==> config.mk <==
export PLATFORM = sky130hd
export DESIGN_NAME = wb_mem_responder
export DESIGN_NICKNAME = d
export VERILOG_FILES = /design/src/rtl/wb_mem_pkg.sv /design/src/rtl/wb_req_fifo.sv /design/src/rtl/wb_mem_responder.sv
export SDC_FILE = /design/constraint.sdc
export NUM_CORES = 1
export LEC_CHECK = 0
export CORE_UTILIZATION = 42
export DETAILED_ROUTE_END_ITERATION = 10
export PLACE_DENSITY_LB_ADDON = 0.15
export SYNTH_ARGS = -nofsm -noshare
export SYNTH_HDL_FRONTEND = slang
export SYNTH_SLANG_ARGS = --single-unit
==> constraint.sdc <==
create_clock -name clk -period 3.56 [get_ports clk]
set_input_delay 0.534 -clock clk [delete_from_list [all_inputs] [get_ports clk]]
set_output_delay 0.534 -clock clk [all_outputs]
set_load 0.02 [all_outputs]
==> src/rtl/wb_mem_pkg.sv <==
// ---------------------------------------------------------------------------
// wb_mem_pkg
// Shared definitions for the Wishbone-to-native-bus responder:
//   - bus field widths (WB_DW data bits, WB_SW byte selects)
//   - default request FIFO depth
//   - downstream FSM state encoding
//   - packed payload carried through the request FIFO
//   - helper that turns a request into the native-bus byte strobes
// ---------------------------------------------------------------------------
package wb_mem_pkg;

  localparam int WB_DW         = 32;
  localparam int WB_SW         = 4;
  localparam int DEFAULT_DEPTH = 2;

  typedef enum logic [1:0] {
    IDLE = 2'd0,
    REQ  = 2'd1,
    GAP  = 2'd2
  } state_t;

  // The word address is kept outside this struct because its width is a
  // parameter of the top level.
  typedef struct packed {
    logic             we;
    logic [WB_DW-1:0] data;
    logic [WB_SW-1:0] sel;
  } req_payload_t;

  // The native bus encodes a read as all-zero strobes.
  function automatic logic [WB_SW-1:0] entry_wstrb(input logic             we,
                                                   input logic [WB_SW-1:0] sel);
    return we ? sel : '0;
  endfunction

endpackage

==> src/rtl/wb_req_fifo.sv <==
// ---------------------------------------------------------------------------
// wb_req_fifo
// Synchronous first-word-fall-through FIFO holding pending Wishbone requests.
// Ports:
//   clk, resetn   clock and synchronous active-low reset
//   flush         drop every stored entry (takes priority over push/pop)
//   push, wdata   write one entry (ignored when full)
//   pop           discard the head entry (ignored when empty)
//   rdata         head entry, valid whenever empty is low
//   full, empty   occupancy flags, derived from the current (pre-pop) count
// ---------------------------------------------------------------------------
module wb_req_fifo #(
  parameter int WIDTH = 8,
  parameter int DEPTH = 2
) (
  input  logic             clk,
  input  logic             resetn,
  input  logic             flush,
  input  logic             push,
  input  logic [WIDTH-1:0] wdata,
  input  logic             pop,
  output logic [WIDTH-1:0] rdata,
  output logic             full,
  output logic             empty
);

  localparam int PW = (DEPTH > 1) ? $clog2(DEPTH) : 1;

  logic [WIDTH-1:0] storage [DEPTH];
  logic [PW-1:0]    wr_ptr;
  logic [PW-1:0]    rd_ptr;
  logic [PW:0]      count;
  logic             do_push;
  logic             do_pop;

  assign full    = (count == (PW+1)'(DEPTH));
  assign empty   = (count == '0);
  assign rdata   = storage[rd_ptr];
  assign do_push = push & ~full;
  assign do_pop  = pop & ~empty;

  // Pointer and occupancy bookkeeping; DEPTH is a power of two so the
  // pointers wrap naturally.
  always_ff @(posedge clk) begin
    if (!resetn || flush) begin
      wr_ptr <= '0;
      rd_ptr <= '0;
      count  <= '0;
    end else begin
      if (do_push) wr_ptr <= wr_ptr + 1'b1;
      if (do_pop)  rd_ptr <= rd_ptr + 1'b1;
      case ({do_push, do_pop})
        2'b10:   count <= count + 1'b1;
        2'b01:   count <= count - 1'b1;
        default: count <= count;
      endcase
    end
  end

  // Entry storage needs no reset: the count decides what is valid.
  always_ff @(posedge clk) begin
    if (do_push) storage[wr_ptr] <= wdata;
  end

endmodule

==> src/rtl/wb_mem_responder.sv <==
// ---------------------------------------------------------------------------
// wb_mem_responder
// Pipelined Wishbone B4 slave bridging onto a PicoRV32-style native memory
// bus. Strobes are queued in a small FIFO and issued downstream one at a
// time; each accepted strobe returns exactly one registered ack, in order.
// Ports:
//   clk, resetn                 clock, synchronous active-low reset
//   i_wb_cyc/stb/we/addr/data/sel   Wishbone request side
//   o_wb_stall/ack/data          Wishbone response side
//   mem_valid/wstrb/addr/wdata   native request (wstrb==0 means read)
//   mem_ready/rdata              native completion
// ---------------------------------------------------------------------------
module wb_mem_responder
  import wb_mem_pkg::*;
#(
  parameter int          AW        = 19,
  parameter logic [31:0] BASE_ADDR = 32'h0000_0000,
  parameter int          DEPTH     = DEFAULT_DEPTH
) (
  input  logic             clk,
  input  logic             resetn,
  input  logic             i_wb_cyc,
  input  logic             i_wb_stb,
  input  logic             i_wb_we,
  input  logic [AW-1:0]    i_wb_addr,
  input  logic [WB_DW-1:0] i_wb_data,
  input  logic [WB_SW-1:0] i_wb_sel,
  output logic             o_wb_stall,
  output logic             o_wb_ack,
  output logic [WB_DW-1:0] o_wb_data,
  output logic             mem_valid,
  output logic [WB_SW-1:0] mem_wstrb,
  output logic [31:0]      mem_addr,
  output logic [WB_DW-1:0] mem_wdata,
  input  logic             mem_ready,
  input  logic [WB_DW-1:0] mem_rdata
);

  localparam int PLW = $bits(req_payload_t);
  localparam int FW  = AW + PLW;

  state_t           state;
  logic             abort;
  logic             ack_q;
  logic             fifo_full;
  logic             fifo_empty;
  logic             push;
  logic             pop;
  logic [FW-1:0]    push_entry;
  logic [FW-1:0]    head_entry;
  req_payload_t     push_pl;
  req_payload_t     head_pl;
  logic [AW-1:0]    head_addr;
  logic [WB_SW-1:0] head_wstrb;
  logic             head_null;

  // Stall uses the pre-pop FIFO count, so a full FIFO refuses a strobe even
  // in a cycle where the FSM pops. The abort flag keeps new work out until
  // the withdrawn transaction has fully drained.
  assign o_wb_stall = fifo_full | abort;
  assign push       = i_wb_cyc & i_wb_stb & ~o_wb_stall;
  assign pop        = i_wb_cyc & ~fifo_empty & (state != REQ);

  assign push_pl    = '{we: i_wb_we, data: i_wb_data, sel: i_wb_sel};
  assign push_entry = {i_wb_addr, push_pl};
  assign {head_addr, head_pl} = head_entry;
  assign head_wstrb = entry_wstrb(head_pl.we, head_pl.sel);
  assign head_null  = head_pl.we & (head_pl.sel == '0);

  // The ack is registered, but a master that drops cyc in the ack cycle has
  // abandoned the bus, so it is masked to never appear outside a cycle.
  assign o_wb_ack = ack_q & i_wb_cyc;

  // Dropping cyc discards everything still queued; an in-flight native
  // transaction is handled by the abort flag instead.
  wb_req_fifo #(
    .WIDTH (FW),
    .DEPTH (DEPTH)
  ) u_fifo (
    .clk    (clk),
    .resetn (resetn),
    .flush  (~i_wb_cyc),
    .push   (push),
    .wdata  (push_entry),
    .pop    (pop),
    .rdata  (head_entry),
    .full   (fifo_full),
    .empty  (fifo_empty)
  );

  // Downstream FSM. IDLE and GAP both pop the FIFO head, so a queued request
  // follows the mandatory one-cycle GAP without an extra IDLE cycle. A null
  // write (we with no byte selects) skips the native bus and is acked
  // straight from the pop. The abort flag is raised when cyc falls during
  // REQ, suppresses that transaction's ack, and clears once GAP is left.
  always_ff @(posedge clk) begin
    if (!resetn) begin
      state     <= IDLE;
      abort     <= 1'b0;
      ack_q     <= 1'b0;
      o_wb_data <= '0;
      mem_valid <= 1'b0;
      mem_wstrb <= '0;
      mem_addr  <= '0;
      mem_wdata <= '0;
    end else begin
      ack_q <= 1'b0;

      if (state == REQ && !i_wb_cyc) begin
        abort <= 1'b1;
      end else if (state == GAP) begin
        abort <= 1'b0;
      end

      case (state)
        IDLE, GAP: begin
          state <= IDLE;
          if (pop) begin
            if (head_null) begin
              ack_q <= 1'b1;
              state <= GAP;
            end else begin
              mem_valid <= 1'b1;
              mem_wstrb <= head_wstrb;
              mem_addr  <= BASE_ADDR + 32'({head_addr, 2'b00});
              mem_wdata <= head_pl.data;
              state     <= REQ;
            end
          end
        end

        REQ: begin
          if (mem_ready) begin
            mem_valid <= 1'b0;
            if (mem_wstrb == '0) o_wb_data <= mem_rdata;
            ack_q <= i_wb_cyc & ~abort;
            state <= GAP;
          end
        end

        default: begin
          mem_valid <= 1'b0;
          state     <= IDLE;
        end
      endcase
    end
  end

endmodule
== Yosys cells after proc, flatten, opt, wreduce, memory -nomap -nowiden ==
Memory sizes are Yosys's and may differ from the RTL's. A register that Yosys moved wholly into a read port is not among the register bits.
Cells that the tools add are included.

* Bits in registers: 96
* Bits in writable memories: 112
* Bits of input ports: 93
* Output and inout port bits: 103
* Word-level logic and storage cells: 75
* Memories: 1

* $add $sub $neg: 4
* Equality and inequality tests: 9
* Mux-type cells: 20
* Bitwise logic cells: 16
* Reduce and logical (&&, ||, !) cells: 14

{| class="wikitable"
|+ Memory list
! memory !! words !! bits a word !! read ports !! clocked after memory_dff !! wr ports !! line !! text
|-
| u_fifo.storage || 2 || 56 || 1 || 1 || 1 || wb_req_fifo.sv:29 || <nowiki>logic [WIDTH-1:0] storage [DEPTH];</nowiki>
|}

{| class="wikitable"
|+ Operator list
! kind !! count
|-
| $mux 1 || 12
|-
| $and 1x1->1 || 9
|-
| $reduce_and 3->1 || 3
|-
| $logic_not 4->1 || 2
|-
| $pmux 2 s2 || 2
|-
| $eq 2x2->1 const B || 3
|-
| $mux 2 || 3
|-
| $not 1->1 || 6
|-
| $eq 2x1->1 const B || 2
|-
| $logic_not 2->1 || 2
|-
| $mux 4 || 1
|-
| $ne 2x1->1 const B || 2
|-
| $ne 2x2->1 const B || 2
|-
| $pmux 1 s2 || 2
|-
| $reduce_bool 2->1 || 2
|-
| $add 1x1->1 const B || 2
|-
| $add 2x1->2 const B || 1
|-
| $logic_not 1->1 || 2
|-
| $reduce_or 2->1 || 1
|-
| $sub 2x1->2 const B || 1
|-
| $logic_and 1x1->1 || 1
|-
| $logic_or 1x1->1 || 1
|-
| $or 1x1->1 || 1
|}

== Depth between registers and ports, before layout ==
* Word-level depth: 7
* Depth in mapped cells: 7
* Mapped depth without buffers: 7

== Modules after synthesis ==
Synthesis repeated with hierarchy kept, for this count alone.

* Cell total of the unflattened synthesis: 631
* Area total of the unflattened synthesis: 8092.8 µm²

{| class="wikitable"
|+ Modules (own cells, without submodules)
! module !! times used !! cells each !! area each (µm²) !! sequential area each (µm²)
|-
| wb_req_fifo || 1 || 201 || 4254.1 || 3463.3
|-
| wb_mem_responder || 1 || 430 || 3838.7 || 1841.8
|}

== Worst setup path after synthesis ==
OpenSTA, ideal clock, no wires.

* Kind: input port to flip-flop
* From: input port i_wb_cyc
* To: memory u_fifo.storage[0][0] (netlist bit), enable pin
* Library setup time: 0.470 ns
* Data arrival time: 3.213 ns
* Required time: 3.090 ns
* Path slack: -0.124 ns
* Stages: 3
* Buffers on the path: 0
* Cell sequence: nor2b_1 nand3_1 nor2_1

* Word-level cells in the longest chain between the ends: 5

{| class="wikitable"
|+ RTL lines
! element !! line !! text
|-
| start, declared || wb_mem_responder.sv:22 || <nowiki>input logic i_wb_cyc,</nowiki>
|-
| $and 1x1->1 (2 in series) || wb_mem_responder.sv:61 || <nowiki>assign push = i_wb_cyc & i_wb_stb & ~o_wb_stall;</nowiki>
|-
| $and 1x1->1 || wb_req_fifo.sv:39 || <nowiki>assign do_push = push & ~full;</nowiki>
|-
| $mux 1 || wb_req_fifo.sv:62 || <nowiki>if (do_push) storage[wr_ptr] <= wdata;</nowiki>
|-
| $mux 1 (implied by the code) || wb_req_fifo.sv:62 ||
|-
| end, declared || wb_req_fifo.sv:29 ||
|}

No other way between the ends.

==> flow_summary.ini <==
[outcome]
run_status = complete, but fails checks
failed_checks = design-rule violations

[pwr]
p_leak_nw = 3.955
total_power_w = 0.005270
p_per_area_nw_per_um2 = 497.4
peakVddDrop_v = 0.0003333

[global_routing]
grt_max_degree = 69
first_global_vias = 5210
antenna_found_initial = 1
grt_pass1_wl_mm = 26.25
grt_overflow_total = 0
grt_usage_pct = 16.84

[synth]
syn_area_um2 = 7885
synthTopCellsByArea = edfxtp_1, dfxtp_1, nand2_1
synth.distinct_cells = 35
ys.flop_type = edfxtp_1
synthArstFlopShare_pct = 0
synth-seq-area-share_pct = 67.28
ys_ff_latch = 209
synth_edf_count = 112
postSynthCellCount = 624
ys_top_cells_by_count = nand2_1, edfxtp_1, dfxtp_1, mux2i_1, mux2_2
synth_top_area_share_pct = 42.65
synth_area_per_cell_um2 = 12.64
synth_top_area_cell = edfxtp_1
synth_most_common_cell = nand2_1
yosys_warnings = 0

[place]
io_buffers = 182
placedCellCount = 1006
globalplace.congestion = 0.8011
post-dp-hpwl_mm = 10.68

[die]
die_area_um2 = 19330
core.rowCount = 49
die_w_um = 139.0
start_util_pct = 43.30
core_um2 = 18210
ioPinCount = 196
die_h_um = 139.0

[timing]
period_minus_slack_ns = 2.625
fin_worst_skew_ns = 0.006936
slew-limit-headroom_pct = 32.55
setup_viol = 0
rsz0062_at_grt = no
hold_ws_ns = 0.4514
fmax_ghz = 0.3810
final-max-slew-violation-count = 0
hold_viol_final = 0
finalCritPeriodShare_pct = 73.73
tightest_slew_ns = 1.009
setup_tns_ns = 0

[clock_tree]
cts_num_sinks = 209
clockBufferDepth = 3
post_cts_buffers = 0
cts_tree = done
cts_resized = 0
hold_buffers = 0
numCtsBuffers = 23
cts.root.buffer_cell = clkbuf_16
insertion_delay_ns = 0.49
htree_levels = 1
cts.clk_slew.worst_paths_ns = 0.06

[worst_setup_path]
endpoint_kind = flip-flop
crit_path_start_kind = flip-flop
crit_required_ns = 3.97
cp_max_fo = 31
crit_arrival_ns = 3.03
path_class = reg -> reg

[layout]
final_cell_count_no_fill = 1047
drive_above_1_share_pct = 12.22
fin_util_pct = 58.18
area.growth.synth_to_final_pct = 34.35
antenna_cells = 0
fin_nets = 896

[detailed_routing]
routed_wl_mm = 16.28
drt-initial-drc-count = 218
ant_nets = 0
via_count = 5064
post_drt_wl_per_cell_um = 15.55
drc = 17
vias_per_cell = 4.837
dr.pass1.iters = 8

[run]
drv_cap = 0

[hold_path]
hold_class = reg -> reg
layer usage:
| layer | track usage, % | wire length (um) | vias up |
|---|---|---|---|
| met1 | 19.88 | 6793 | 2392 |
| met4 | 3.918 | 222 | 0 |
| met5 | 0 | 0 | - |
| li1 | - | - | 2496 |
| met3 | 4.420 | 1228 | 22 |
| met2 | 30.49 | 8039 | 154 |
cells in the final DEF, fill, tap and decap left out, types with 2 or more instances in the layout:
cell               n
nand2_1          177
clkdlybuf4s50_1  181
nand3_1            2
and2_1             4
mux2i_1           54
o21ai_0            3
clkinv_2           4
bufinv_16          2
clkbuf_8           4
dfxtp_1           96
buf_12             2
buf_4              5
nand2b_1           2
xnor2_1            3
nor2b_1            2
nor2_4             2
clkbuf_1           5
edfxtp_1         112
clkinv_1           2
and3b_1            2
inv_1              2
a32o_1             5
conb_1            13
mux2_2            51
clkbuf_16         23
a21oi_1           38
nor2_1             6
kinds of logic (layout without fill, tap and decap cells):
| logic type | count (synthesis) | after routing | share of synthesized area, % |
|---|---|---|---|
| compound gates | 49 | 49 | 3.539 |
| xor+xnor | 4 | 4 | 0.4444 |
| fa+ha+maj | 1 | 1 | 0.1587 |
| buf+inv | 50 | 232 | 3.665 |
| flops | 209 | 209 | 67.28 |
| mux | 105 | 105 | 14.14 |
| other cells | 1 | 13 | 0.04756 |
| simple gates | 205 | 205 | 10.73 |
cell type report:
type | count | area, um^2
multi-input combinational | 377 | 2356
fill | 1477 | 7615
clock inverter | 9 | 95.09
sequential | 209 | 5306
inverter | 3 | 11.26
tap | 229 | 286.5
timing repair buffer | 188 | 1889
clock buffer | 32 | 649.4
report_power, final:
group	internal (W)	switching [W]	total, W
sequential	0.00260	0.0000236	0.00262
combinational	0.000182	0.000166	0.000348
clock	0.00141	0.000886	0.00230
worst max-delay path, cell delays in order, from the launching register on:
cell,delay [ns]
dfxtp_2,0.76
nor4b_2,0.36
o22ai_1,0.18
nand2_4,0.38
buf_4,0.56
mux2i_1,0.27
sequential cells by signal, summed over array words and instances (netlist names), named ones only:
register and count:
mem_valid 1, abort 1, ack_q 1, u_fifo.wr_ptr 1, u_fifo.storage 112, u_fifo.count 2
u_fifo.rd_ptr 1, mem_wstrb 4, o_wb_data 32, state 2, mem_addr 19, mem_wdata 32
final timing paths:
path | from | endpoint | cells past startpoint | slack [ns]
max | flip-flop | mem_wdata[6]$_SDFFE_PN0P_ | 5 | 0.94
min | o_wb_data[12]$_SDFFE_PN0P_ | o_wb_data[12]$_SDFFE_PN0P_ | 2 | 0.45
max reg2reg | flip-flop | mem_wdata[6]$_SDFFE_PN0P_ | 5 | 0.94
min reg2reg | o_wb_data[12]$_SDFFE_PN0P_ | o_wb_data[12]$_SDFFE_PN0P_ | 2 | 0.45
per-stage QoR:
| step | setup WS [ns] | area, um^2 |
|---|---|---|
| 5_1_grt | 0.7143 | 10590 |
| 3_3_place_gp | 0.8830 | 9849 |
| 6_report | 0.9353 | 10590 |
| 2_1_floorplan | -0.1237 | 7930 |
| 4_1_cts | 0.8668 | 10590 |
| 3_5_place_dp | 0.8543 | 9849 |
No activity file was read; power rests on OpenSTA's default activity.
